## src/rtl/pfr_reset_gate_pkg.sv

```systemverilog
// rtl/pfr_reset_gate_pkg.sv - shared state encoding and counter sizing for the reset release gate
package pfr_reset_gate_pkg;

  typedef enum logic [1:0] {
    HOLD_MIN = 2'b00,
    WAIT     = 2'b01,
    DLY      = 2'b10,
    REL      = 2'b11
  } rst_gate_state_t;

  // One counter serves both the hold and the settle phase, so size it for the larger bound.
  function automatic int calc_cnt_w(input int min_assert, input int release_dly);
    int m;
    m = (min_assert > release_dly) ? min_assert : release_dly;
    return $clog2(m + 1);
  endfunction

endpackage

```

## src/rtl/reset_release_channel.sv

```systemverilog
// rtl/reset_release_channel.sv - one reset domain: min-assert hold, authorized settle delay, registered release
module reset_release_channel
  import pfr_reset_gate_pkg::*;
#(
  parameter int MIN_ASSERT_CYCLES  = 200,
  parameter int RELEASE_DLY_CYCLES = 20
) (
  input  logic       clk,
  input  logic       resetn,
  input  logic       rel_req,
  input  logic       allow,
  input  logic       force_hold,
  output logic       rst_n,
  output logic       rel_pulse,
  output logic [1:0] state
);

  localparam int CNT_W = calc_cnt_w(MIN_ASSERT_CYCLES, RELEASE_DLY_CYCLES);
  localparam logic [CNT_W-1:0] MIN_LAST = CNT_W'(MIN_ASSERT_CYCLES - 1);
  localparam logic [CNT_W-1:0] DLY_LAST = CNT_W'(RELEASE_DLY_CYCLES - 1);

  rst_gate_state_t state_q, state_d;
  logic [CNT_W-1:0] cnt_q, cnt_d;
  logic             rst_n_q, pulse_q;
  logic             go;

  assign go = rel_req & allow & ~force_hold;

  always_ff @(posedge clk or negedge resetn) begin
    if (!resetn) begin
      state_q <= HOLD_MIN;
      cnt_q   <= '0;
      rst_n_q <= 1'b0;
      pulse_q <= 1'b0;
    end else begin
      state_q <= state_d;
      cnt_q   <= cnt_d;
      rst_n_q <= (state_d == REL);
      pulse_q <= (state_d == REL) && (state_q != REL);
    end
  end

  // Counter is cleared on every transition so it never needs to wrap.
  always_comb begin
    state_d = state_q;
    cnt_d   = cnt_q;
    unique case (state_q)
      HOLD_MIN: begin
        if (cnt_q == MIN_LAST) begin
          state_d = WAIT;
          cnt_d   = '0;
        end else begin
          cnt_d = cnt_q + CNT_W'(1);
        end
      end
      WAIT: begin
        if (go) begin
          state_d = DLY;
          cnt_d   = '0;
        end
      end
      DLY: begin
        // Reset was never released here, so a dropped go only restarts the settle delay.
        if (!go) begin
          state_d = WAIT;
          cnt_d   = '0;
        end else if (cnt_q == DLY_LAST) begin
          state_d = REL;
          cnt_d   = '0;
        end else begin
          cnt_d = cnt_q + CNT_W'(1);
        end
      end
      REL: begin
        if (!go) begin
          state_d = HOLD_MIN;
          cnt_d   = '0;
        end
      end
      default: begin
        state_d = HOLD_MIN;
        cnt_d   = '0;
      end
    endcase
  end

  assign rst_n     = rst_n_q;
  assign rel_pulse = pulse_q;
  assign state     = state_q;

endmodule

```

## src/rtl/pfr_reset_release_gate.sv

```systemverilog
// rtl/pfr_reset_release_gate.sv - gates RSMRST and BMC SRST release on PFR authorization
module pfr_reset_release_gate #(
  parameter int MIN_ASSERT_CYCLES  = 200,
  parameter int RELEASE_DLY_CYCLES = 20
) (
  input  logic       clk,
  input  logic       resetn,
  input  logic       i_pch_rel_req,
  input  logic       i_bmc_rel_req,
  input  logic       i_pch_allow,
  input  logic       i_bmc_allow,
  input  logic       i_force_hold,
  output logic       o_rst_rsmrst_n,
  output logic       o_rst_srst_bmc_n,
  output logic       o_pch_rel_pulse,
  output logic       o_bmc_rel_pulse,
  output logic [1:0] o_pch_state,
  output logic [1:0] o_bmc_state
);

  reset_release_channel #(
    .MIN_ASSERT_CYCLES (MIN_ASSERT_CYCLES),
    .RELEASE_DLY_CYCLES(RELEASE_DLY_CYCLES)
  ) u_pch_chan (
    .clk       (clk),
    .resetn    (resetn),
    .rel_req   (i_pch_rel_req),
    .allow     (i_pch_allow),
    .force_hold(i_force_hold),
    .rst_n     (o_rst_rsmrst_n),
    .rel_pulse (o_pch_rel_pulse),
    .state     (o_pch_state)
  );

  reset_release_channel #(
    .MIN_ASSERT_CYCLES (MIN_ASSERT_CYCLES),
    .RELEASE_DLY_CYCLES(RELEASE_DLY_CYCLES)
  ) u_bmc_chan (
    .clk       (clk),
    .resetn    (resetn),
    .rel_req   (i_bmc_rel_req),
    .allow     (i_bmc_allow),
    .force_hold(i_force_hold),
    .rst_n     (o_rst_srst_bmc_n),
    .rel_pulse (o_bmc_rel_pulse),
    .state     (o_bmc_state)
  );

endmodule

```

## config.mk

```make
export PLATFORM = sky130hd
export DESIGN_NAME = pfr_reset_release_gate
export DESIGN_NICKNAME = d
export VERILOG_FILES = /design/src/rtl/pfr_reset_gate_pkg.sv /design/src/rtl/reset_release_channel.sv /design/src/rtl/pfr_reset_release_gate.sv
export SDC_FILE = /design/constraint.sdc
export NUM_CORES = 1
export LEC_CHECK = 0
export ABC_CLOCK_PERIOD_IN_PS = 4100
export CORE_AREA = 2 2 54 56
export CTS_BUF_LIST = sky130_fd_sc_hd__clkbuf_4
export DETAILED_ROUTE_END_ITERATION = 8
export DIE_AREA = 0 0 56 58
export HOLD_SLACK_MARGIN = 0.08
export PLACE_DENSITY = 0.75
export SETUP_SLACK_MARGIN = 0.1
export SLEW_MARGIN = 20
export SYNTH_ARGS = -nofsm -noshare
export SYNTH_HDL_FRONTEND = slang
export SYNTH_SLANG_ARGS = --single-unit
```

## constraint.sdc

```tcl
create_clock -name clk -period 4.1 [get_ports clk]
set_clock_uncertainty 0.05 [all_clocks]
set_input_delay 0.41 -clock clk [delete_from_list [all_inputs] [get_ports clk]]
set_output_delay 0.41 -clock clk [all_outputs]
set_load 0.05 [all_outputs]
```

After elaboration in Yosys (flattened, before gate mapping)
Index checks and enable logic that the tools add are counted.
Storage, ports and cells
  input bits: 7
  bits in registers: 24
Operators by class
  add/sub/neg operators: 2
  bitwise gates (word level): 5
  muxes and demuxes: 24
  reduce and logical (&&, ||, !) cells: 6
  equal/unequal tests: 18
Operator list (count)
  2-to-1 mux 8 bit: 10
  case mux 8 bit (4 select lines): 2
  2-to-1 mux 2 bit: 10
  adder 8 x 1 -> 8 bit, second input constant: 2
  == test 8 x 5 -> 1 bit, second input constant: 2
  == test 8 bit, second input constant: 2
  case mux 2 bit (4 select lines): 2
  == test 2 bit, second input constant: 6
  inequality test 2 bit, second input constant: 4
  bitwise AND 1 bit: 4
  == test 2 x 1 -> 1 bit, second input constant: 2
  logical NOT 2 bit: 2
  inequality test 2 x 1 -> 1 bit, second input constant: 2
  AND reduction 2 bit: 2
  logical AND 1 bit: 2
  inverter 1 bit: 1

Longest topological paths before layout
Gate-level depths: netlist of run 1.
  depth after elaboration: 6
  mapped depth: 5

By module
Synthesis of run 1 repeated with hierarchy kept, for this count alone.
Second synthesis, totals
  cells, all modules: 144
  area total of the unflattened synthesis: 1436.4 um^2
Modules (own cells, without submodules)
  reset_release_channel: cells an instance 72, instances 2, area each 718.2 um^2, seq. area each 300.3 um^2

Worst setup path after synthesis of run 1
Ideal clock, no wire load.
  kind: register -> register
  start point: register u_bmc_chan.state_q[1] (netlist: u_bmc_chan.state[1])
  end point: register u_bmc_chan.cnt_q[5]
  setup time: 122 ps
  path slack: 2185 ps
  clock period less this slack: 1915 ps
  required time: 3928 ps
  arrival: 1744 ps
  path buffers: 1
  cell stages (with the launch flop): 5
  path through: dfrtp_1 -> clkbuf_1 -> or4_4 -> a21o_1 -> a32o_1
Between the ends
  cells in the longest elaborated chain, start to end: 3
  elaborated cells between the ends (all ways): 8
  classes of those cells: 5 x eq/ne; 1 x mux; 2 x reduce/logical
RTL lines
  start, declared: RTL line reset_release_channel.sv:22  | rst_gate_state_t state_q, state_d;
  start signal, assigned: RTL line reset_release_channel.sv:36  | state_q <= state_d;
  == test 2 bit or == test 2 x 1 -> 1 bit (tied branches): RTL line reset_release_channel.sv:47  | unique case (state_q)
  inequality test 2 bit (no source line) or inequality test 2 x 1 -> 1 bit (tied branches)
  AND reduction 2 bit (no source line)
  end signal, assigned: RTL line reset_release_channel.sv:37  | cnt_q <= cnt_d;
  end, declared: RTL line reset_release_channel.sv:23  | logic [CNT_W-1:0] cnt_q, cnt_d;
Several ways; a longest one is shown, not always the timed one.
A chain may end at the register's enable or synchronous reset.

Final worst setup path of run 1
  start point: register u_bmc_chan.state_q[0] (netlist: u_bmc_chan.state[0])
  end point: output port o_bmc_state[0]
RTL lines
  end, declared: RTL line pfr_reset_release_gate.sv:18  | output logic [1:0] o_bmc_state
No word-level cell between the ends.

==> flow_summary_export.csv, run 1 <==
group,metric,value,unit
placement,gp_congestion,0.818,
hold_path,worstHoldEndpoint,"u_pch_chan.cnt_q[1]",
yosys,synthAdderAreaFrac,0.0178,
power_and_ir_drop,ir_drop,0.393,mV
route,ant_nets,0,
status,outcome,"complete, no violations",
hold_path,whs_path_depth,1,
yosys,synth-xor-area-share,0.00623,
clock_tree,clockBufferDepth,2,
clock_tree,clkTransAtPathRegs,0.13,ns
yosys,synth_compound_area_frac,0.240,
route,route.detailed.drc,0,
yosys,yosys_warnings,0,
yosys,synthSimpleGateAreaFrac,0.258,
setup_path,r2r_cells,5,
grt,antenna_found_initial,0,
hold_path,hp-start,"u_pch_chan.cnt_q[1]",
sta,tightest_slew,0.618,ns
yosys,syn_area,1410,sq um
placement,portBuffers,14,
clock_tree,cts_tree,"done",
route,wl_per_cell,15.5,microns
grt,grt_pass1_vias,1224,
clock_tree,root_buffer,"clkbuf_4",
cells_and_area,area_growth,13.5,%
floorplan,io_pins,15,
yosys,synth-seq-cells,24,
clock_tree,clkLatencyLatePin,0.31,ns
yosys,ys.flop_type,"dfrtp_1",
clock_tree,h-tree-depth,1,
yosys,avgSynthCellArea,9.18,sq um
yosys,seq_area_frac_synth,0.427,
placement,dp_hpwl,2260,microns
setup_path,cp.arrival,1.85,ns
setup_path,slowest_delay,0.89,ns
setup_path,crit_slowest_cell,"clkdlybuf4s50_1",
sta,final.min_clock_period,2.31,ns
route,routed_wl,3070,microns
cells_and_area,fill_cells,226,
setup_path,critical_path_peak_fanout,15,
sta,hold_violations,0,
yosys,synthTopCellsByArea,"dfrtp_1 43%, nand2_1 5.6%, a21oi_1 3.9%, o21ai_0 3.6%, a22o_1 3.1%",
floorplan,row_count,19,
yosys,synth_cell_types,45,
floorplan,start_util,0.528,
setup_path,end_kind,"output port",
sta,setup_tns,0,ns
yosys,synth_area_leader_cell,"dfrtp_1",
route,drt-initial-drc-count,38,
sta,fmax,0.432,GHz
setup_path,critical_path_required,3.64,ns
power_and_ir_drop,power_leakage,0.627,nW
yosys,synth_top_family_by_area,"simple AND/OR/NAND/NOR gates",
yosys,syn_inst,153,
clock_tree,cts.sinks,24,
setup_path,reg2reg_to,"u_pch_chan.cnt_q[0]",
clock_tree,numCtsBuffers,3,
yosys,syn_nets,162,
sta,rsz0062_at_grt,"no",
power_and_ir_drop,power_density,551,nW/um^2
sta,setup_viol_count_final,0,
yosys,async_flop_share,1.00,
cells_and_area,final_layout_size_suffix_gt1_frac,0.0958,
setup_path,start_kind,"flop",
flow_run,max_cap_viol_count,0,
setup_path,path_buf_inv,1,
floorplan,die_y,58,microns
sta,timing.hold.ws,0.512,ns
hold_path,hold_class,"reg -> reg",
setup_path,worstSetupPathType,"reg -> out",
setup_path,timing.rr.start,"u_pch_chan.cnt_q[0]",
grt,grt_pass1_wl,5360,microns
grt,globalRouteOverflowTotal,0,
route,vias,1251,
yosys,synth-edff-count,0,
cells_and_area,antennaDiodeCount,0,
setup_path,cp_cell_sequence,"clkdlybuf4s50_1",
floorplan,die_w,56,microns
yosys,yosysMostFrequentCell,"dfrtp_1",
route,via_per_inst,6.32,
yosys,synth_common_cells,"24 x dfrtp_1, 21 x nand2_1, 11 x a21oi_1",
yosys,yosysTopAreaCellShare,0.427,
cells_and_area,nets,177,
setup_path,path_delay_family,"buffers and inverters",
grt,grt_usage,0.208,
sta,max_slew_margin,0.584,
route,dr.pass1.iters,4,
grt,grt_max_degree,25,
sta,slew_viol_final,0,
yosys,synth.mux.area_fraction,0.0258,
floorplan,dieArea,3250,sq um
sta,period_share,0.564,
setup_path,reg2reg_setup_slack,2.12,ns
floorplan,core_area,2660,sq um
## final cells by class
class | instances | area [sq um] | share of cell area
tap | 31 | 38.8 | 0.0243
clock inverter | 1 | 3.75 | 0.00235
multi-input combinational | 120 | 769 | 0.482
clock buffer | 3 | 22.5 | 0.0141
sequential | 24 | 601 | 0.376
timing repair buffer | 15 | 145 | 0.0910
inverter | 4 | 15.0 | 0.00941
## stage by stage
step / instances / instance area (sq um) / utilization / setup WS, ns / power [mW]
6_report: 198 / 1600 / 0.599 / 1.79 / 0.878
5_1_grt: 198 / 1600 / 0.599 / 1.71 / 0.949
4_1_cts: 197 / 1590 / 0.597 / 1.77 / 0.879
3_5_place_dp: 193 / 1560 / 0.587 / 1.85 / 0.770
3_3_place_gp: 193 / 1560 / 0.587 / 1.89 / 0.752
2_1_floorplan: 153 / 1410 / - / 2.18 / 0.672
## how the worst max path moves through the flow
stage,startpoint,to,depth (start not counted)
after global placement,i_force_hold,u_pch_chan.cnt_q[3],5
final,u_bmc_chan.state[0],o_bmc_state[0],1
after CTS,u_bmc_chan.state[0],o_bmc_state[0],1
after global routing,u_bmc_chan.state[0],o_bmc_state[0],1
after floorplan,u_bmc_chan.state[1],u_bmc_chan.cnt_q[5],4
after detailed placement,i_force_hold,u_pch_chan.cnt_q[4],5
## layer usage
metal  track usage  up-vias  wire length [microns]
met2         0.318       47                   1450
met5             0        -                      0
met4         0.119        0                     54
met1         0.284      591                   1420
li1              -      607                      -
met3        0.0290        6                    154
## flip-flops by register name, indices dropped and copies added, names as in the netlist
signal                cells
u_bmc_chan.rst_n          1
u_pch_chan.state          2
u_pch_chan.rst_n          1
u_bmc_chan.rel_pulse      1
u_bmc_chan.cnt_q          8
u_pch_chan.cnt_q          8
u_bmc_chan.state          2
u_pch_chan.rel_pulse      1
## placed cells by master, fill, tap and decap left out, types with 2 or more instances in the layout
cell | Yosys | routed
nand3_1 | 6 | 6
o21a_1 | 3 | 3
ha_1 | 2 | 2
a211oi_1 | 2 | 2
a21oi_1 | 11 | 11
nor2_1 | 8 | 8
dfrtp_1 | 24 | 24
o21ai_0 | 10 | 10
and3b_1 | 2 | 2
nand3b_1 | 4 | 4
nor4_1 | 3 | 3
or2_2 | 3 | 3
a22o_1 | 5 | 5
o22ai_1 | 3 | 3
or2_1 | 2 | 2
nor3_1 | 4 | 4
or4_4 | 2 | 2
nand2b_1 | 2 | 2
a21o_1 | 2 | 2
inv_1 | 4 | 4
nand2_1 | 21 | 21
mux2_2 | 2 | 2
a32o_1 | 3 | 3
clkdlybuf4s50_1 | 0 | 13
clkbuf_4 | 0 | 3
## logic make-up after synthesis
logic type	after synthesis
AOI/OAI and AO/OA	49
buffers and inverters	9
xor gates and xnor gates	1
muxes	3
DFF	24
adders and majority gates	2
and+or+nand+nor	65
## power breakdown
part	switching, mW	total (mW)	internal, mW
clock	0.0721	0.108	0.0356
combinational	0.185	0.354	0.169
sequential	0.110	0.417	0.307
total	0.366	0.878	0.512
## repair_timing
action / 4_1_cts / 5_1_grt
hold buffers: 0 / 1
hold endpoints to repair: 0 / 24
resized for setup: 0 / 0
setup buffers: 0 / 0
Note: power is estimated with default switching activity, not from simulation.
==> run 2, diff against run 1 <==
ABC_CLOCK_PERIOD_IN_PS = 2200   (was 4100)
clock period = 2.2 ns   (was 4.1 ns; I/O delays follow)
==> run 2 against run 1 <==
Compared with the run above:
- combinational power increased by 97%
- critical path type is now reg -> reg
- critical path depth increased by 4
- highest routed layer unchanged
- non-clock buffer count increased by 3
- critical endpoint is now u_pch_chan.cnt_q[1]
- total power increased by 100%
- utilization increased by 2.0 points
- routed wire length increased by 1.1%
- largest cell class unchanged
- clock power increased to 3.0 times the previous value
- count of clock-buffer cells in the layout unchanged
- via count about the same
- sequential share of layout area decreased by 1.2 points
==> flow_summary_export.csv, run 2 (same netlist as run 1, synthesis figures left out) <==
group,metric,value,unit
floorplan,die_w,56,microns
floorplan,start_util,0.528,
sta,fmax,0.498,GHz
clock_tree,numCtsBuffers,3,
setup_path,path_delay_family,"compound AO/OA/AOI/OAI gates",
cells_and_area,antennaDiodeCount,0,
sta,setup_tns,0,ns
clock_tree,clkTransAtPathRegs,0.14,ns
grt,grt_pass1_vias,1189,
sta,max_slew_margin,0.551,
clock_tree,clockBufferDepth,2,
floorplan,core_area,2660,sq um
route,vias,1250,
sta,rsz0062_at_grt,"no",
cells_and_area,fin_area,1650,sq um
cells_and_area,layout_commonest_cell,"dfrtp_1",
floorplan,dieArea,3250,sq um
cells_and_area,area_growth,17.4,%
setup_path,cp.arrival,2.21,ns
floorplan,row_count,19,
route,ant_nets,0,
power_and_ir_drop,ir_drop,0.691,mV
setup_path,critical_path_peak_fanout,6,
sta,tightest_slew,0.672,ns
setup_path,cp_cell_sequence,"ha_1 > nor3b_2 > a2111oi_1 > or2_1 > a22o_1",
clock_tree,cts_tree,"done",
clock_tree,cts.sinks,24,
hold_path,hold_class,"in -> async",
floorplan,io_pins,15,
sta,worst_slack,0.192,ns
clock_tree,h-tree-depth,1,
cells_and_area,fill_cells,236,
clock_tree,cts_setup_buffers,0,
grt,grt_max_degree,25,
route,via_per_inst,6.22,
cells_and_area,nets,180,
cells_and_area,top_regs,"u_bmc_chan.cnt_q (8), u_pch_chan.cnt_q (8)",
setup_path,start_kind,"flop",
setup_path,reg2reg_setup_slack,0.19,ns
flow_run,max_cap_viol_count,0,
route,routed_wl,3100,microns
sta,period_share,0.913,
placement,placed_area,1590,sq um
clock_tree,cts_resized,0,
setup_path,cp_num_cells,5,
placement,dp_hpwl,2300,microns
route,route.detailed.drc,0,
sta,hold_violations,0,
setup_path,path_buf_inv,0,
cells_and_area,final_cell_mix,"24 x dfrtp_1, 21 x nand2_1, 13 x clkdlybuf4s50_1, 11 x a21oi_1, 10 x o21ai_0",
cells_and_area,final_layout_size_suffix_gt1_frac,0.118,
grt,antenna_found_initial,0,
setup_path,timing.rr.start,"u_pch_chan.cnt_q[0]",
sta,setup_viol_count_final,0,
status,outcome,"complete, no violations",
placement,portBuffers,14,
clock_tree,clkLatencyLatePin,0.32,ns
route,dr.pass1.iters,4,
grt,globalRouteOverflowTotal,0,
setup_path,critical_path_required,2.40,ns
setup_path,slowest_delay,0.62,ns
setup_path,crit_slowest_cell,"a2111oi_1",
placement,gp_congestion,0.806,
route,wl_per_cell,15.4,microns
placement,pre_cts_ws,0.242,ns
power_and_ir_drop,power_leakage,0.674,nW
clock_tree,root_buffer,"clkbuf_4",
sta,slew_viol_final,0,
grt,grt_pass1_wl,5250,microns
floorplan,die_y,58,microns
setup_path,reg2reg_to,"u_pch_chan.cnt_q[1]",
setup_path,r2r_cells,5,
setup_path,worstSetupPathType,"reg -> reg",
route,drt-initial-drc-count,67,
grt,grt_usage,0.205,
setup_path,end_kind,"flop",
sta,final.min_clock_period,2.01,ns
clock_tree,cts_hold_buffers,0,
power_and_ir_drop,power_density,1080,nW/um^2
[run 2: worst max path at each step]
stage	to	startpoint
final	u_pch_chan.cnt_q[1]	u_pch_chan.cnt_q[0]
after global routing	o_pch_state[1]	u_pch_chan.state[1]
after CTS	o_bmc_state[1]	u_bmc_chan.state[1]
after floorplan	u_bmc_chan.cnt_q[6]	u_bmc_chan.state[1]
after global placement	u_pch_chan.cnt_q[0]	u_pch_chan.cnt_q[0]
after detailed placement	u_pch_chan.cnt_q[0]	u_pch_chan.cnt_q[0]
[run 2: cell type report]
type	instances	area, sq um	area share
Timing Repair Buffer	18	173	0.105
Tap cell	31	38.8	0.0235
Inverter	4	15.0	0.00910
Clock buffer	3	22.5	0.0137
Sequential cell	24	601	0.364
Multi-Input combinational cell	120	769	0.467
Clock inverter	1	30.0	0.0182
[run 2: power by group]
| part | total (mW) | leakage [nW] | internal, mW | switching [mW] |
|---|---|---|---|---|
| sequential | 0.765 | 0.314 | 0.573 | 0.193 |
| clock | 0.320 | 0.0279 | 0.184 | 0.136 |
| combinational | 0.696 | 0.331 | 0.334 | 0.362 |
[run 2: through the flow]
| stage | std cells | total power, mW | util | hold WS, ns |
|---|---|---|---|---|
| floorplan | 153 | 1.25 | - | -0.126 |
| global placement | 197 | 1.42 | 0.599 | 0.467 |
| detailed placement | 197 | 1.46 | 0.599 | 0.474 |
| CTS | 201 | 1.79 | 0.618 | 0.180 |
| global route | 201 | 1.90 | 0.619 | 0.199 |
| finish | 201 | 1.78 | 0.619 | 0.179 |
[run 2: routing by layer]
metal,vias up,GRT usage,routed length (microns),part of all wire
li1,611,-,-,-
met3,2,0.0313,119,0.038
met4,0,0.0680,17,0.0055
met1,601,0.272,1440,0.46
met2,36,0.348,1530,0.49
met5,-,0,0,0
[run 2: worst register-to-register path: stages, from the launching register on]
cell and delay, ns:
dfrtp_1 0.42, ha_1 0.25, nor3b_2 0.20, a2111oi_1 0.62
or2_1 0.25, a22o_1 0.16
==> run 3, diff against run 2 <==
ABC_CLOCK_PERIOD_IN_PS = 2000   (was 2200)
clock period = 2 ns   (was 2.2 ns; I/O delays follow)
==> run 3 against run 2 <==
Compared with the run above:
- total power grew 5.4%
- utilization shrank 0.42 points
- flip-flop and latch count is the same
- via count is essentially flat
- clock power shrank 25%
- first-iteration DRC count shrank 54%
- critical path depth shrank 1
- combinational power grew 19%
- fmax grew 10%
- sequential share of layout area grew 0.33 points
- critical path type unchanged
- critical endpoint is now u_bmc_chan.cnt_q[5]
==> flow_summary_export.csv, run 3 (same netlist as run 1, synthesis figures left out) <==
group,metric,value,unit
power_and_ir_drop,power_leakage,0.664,nW
clock_tree,cts_setup_buffers,0,
clock_tree,numCtsBuffers,3,
route,wl_per_cell,15.0,microns
clock_tree,clkTransAtPathRegs,0.14,ns
cells_and_area,nets,181,
route,via_per_inst,6.19,
sta,final.min_clock_period,1.82,ns
floorplan,die_y,58,microns
sta,setup_tns,0,ns
setup_path,worstSetupPathType,"reg -> reg",
route,route.detailed.drc,0,
placement,placed_area,1600,sq um
cells_and_area,area_growth,16.6,%
setup_path,critical_path_required,2.17,ns
setup_path,start_kind,"flop",
clock_tree,cts.sinks,24,
clock_tree,clockBufferDepth,2,
floorplan,die_w,56,microns
setup_path,critical_path_peak_fanout,7,
placement,dp_hpwl,2160,microns
cells_and_area,final_layout_size_suffix_gt1_frac,0.140,
grt,antenna_found_initial,0,
sta,setup_viol_count_final,0,
sta,slew_viol_final,0,
floorplan,dieArea,3250,sq um
grt,grt_max_degree,25,
grt,grt_pass1_wl,5240,microns
clock_tree,root_buffer,"clkbuf_4",
sta,hold_violations,0,
clock_tree,cts_hold_buffers,0,
power_and_ir_drop,finalPower,1.88,mW
grt,grt_pass1_vias,1176,
cells_and_area,top_regs,"u_bmc_chan.cnt_q (8), u_pch_chan.cnt_q (8)",
setup_path,reg2reg_to,"u_bmc_chan.cnt_q[5]",
cells_and_area,fin_area,1640,sq um
setup_path,reg2reg_setup_slack,0.18,ns
floorplan,row_count,19,
floorplan,io_pins,15,
floorplan,start_util,0.528,
power_and_ir_drop,power_density,1150,nW/um^2
cells_and_area,final_cell_mix,"23 x dfrtp_1, 21 x nand2_1, 11 x a21oi_1, 10 x clkdlybuf4s50_1, 9 x o21ai_0",
power_and_ir_drop,ir_drop,0.847,mV
clock_tree,cts_tree,"done",
setup_path,end_kind,"flop",
route,drt-initial-drc-count,31,
setup_path,r2r_cells,4,
sta,worst_slack,0.181,ns
cells_and_area,antennaDiodeCount,0,
placement,pre_cts_ws,0.0142,ns
grt,globalRouteOverflowTotal,0,
cells_and_area,layout_commonest_cell,"dfrtp_1",
placement,portBuffers,14,
sta,tightest_slew,0.491,ns
clock_tree,clkLatencyLatePin,0.32,ns
route,routed_wl,3020,microns
cells_and_area,fin_util,0.615,
floorplan,core_area,2660,sq um
clock_tree,h-tree-depth,1,
status,outcome,"complete, no violations",
flow_run,max_cap_viol_count,0,
setup_path,crit_end,"u_bmc_chan.cnt_q[5]",
setup_path,cp.arrival,1.99,ns
sta,max_slew_margin,0.672,
clock_tree,cts_resized,4,
route,ant_nets,0,
sta,rsz0062_at_grt,"yes",
hold_path,hold_class,"in -> async",
setup_path,timing.rr.start,"u_bmc_chan.cnt_q[3]",
route,vias,1251,
grt,grt_usage,0.204,
sta,fmax,0.550,GHz
placement,gp_congestion,0.870,
sta,period_share,0.909,
setup_path,worstSetupStartpoint,"u_bmc_chan.cnt_q[3]",
route,dr.pass1.iters,4,
-- run 3: report_power, final --
part | internal [mW] | switching (mW)
clock network | 0.0916 | 0.149
registers | 0.630 | 0.179
logic | 0.388 | 0.440
-- run 3: stage by stage --
stage / hold slack (ns) / instances
after global placement: 0.466 / 198
after global routing: 0.176 / 202
after CTS: 0.174 / 202
final: 0.164 / 202
after floorplan: -0.146 / 153
after detailed placement: 0.466 / 198
-- run 3: cell type report --
cell class	count	area, sq um
Sequential cell	24	602
Timing Repair Buffer	19	171
Inverter	4	15.0
Tap cell	31	38.8
Fill cell	241	1020
Clock buffer	4	30.0
Multi-Input combinational cell	120	781
-- run 3: per-layer routing --
layer	vias to the layer above	share of wire	global-route usage
met4	0	0.013	0.0884
met2	33	0.45	0.316
met1	603	0.49	0.284
li1	609	-	-
met5	-	0	0
met3	6	0.044	0.0335
-- run 3: worst max-delay path: stages (launching register included) --
cell and delay [ns]:
dfrtp_1 0.47, or2_1 0.28, or4_4 0.51, a21o_1 0.17, a32o_1 0.24
-- run 3: worst min-delay path by stage --
stage | to | slack (ns)
floorplan | u_bmc_chan.cnt_q[0] | -0.15
global placement | u_pch_chan.cnt_q[1] | 0.47
detailed placement | u_pch_chan.cnt_q[1] | 0.47
CTS | u_pch_chan.rel_pulse | 0.17
global route | u_bmc_chan.rel_pulse | 0.18
finish | u_pch_chan.rel_pulse | 0.16
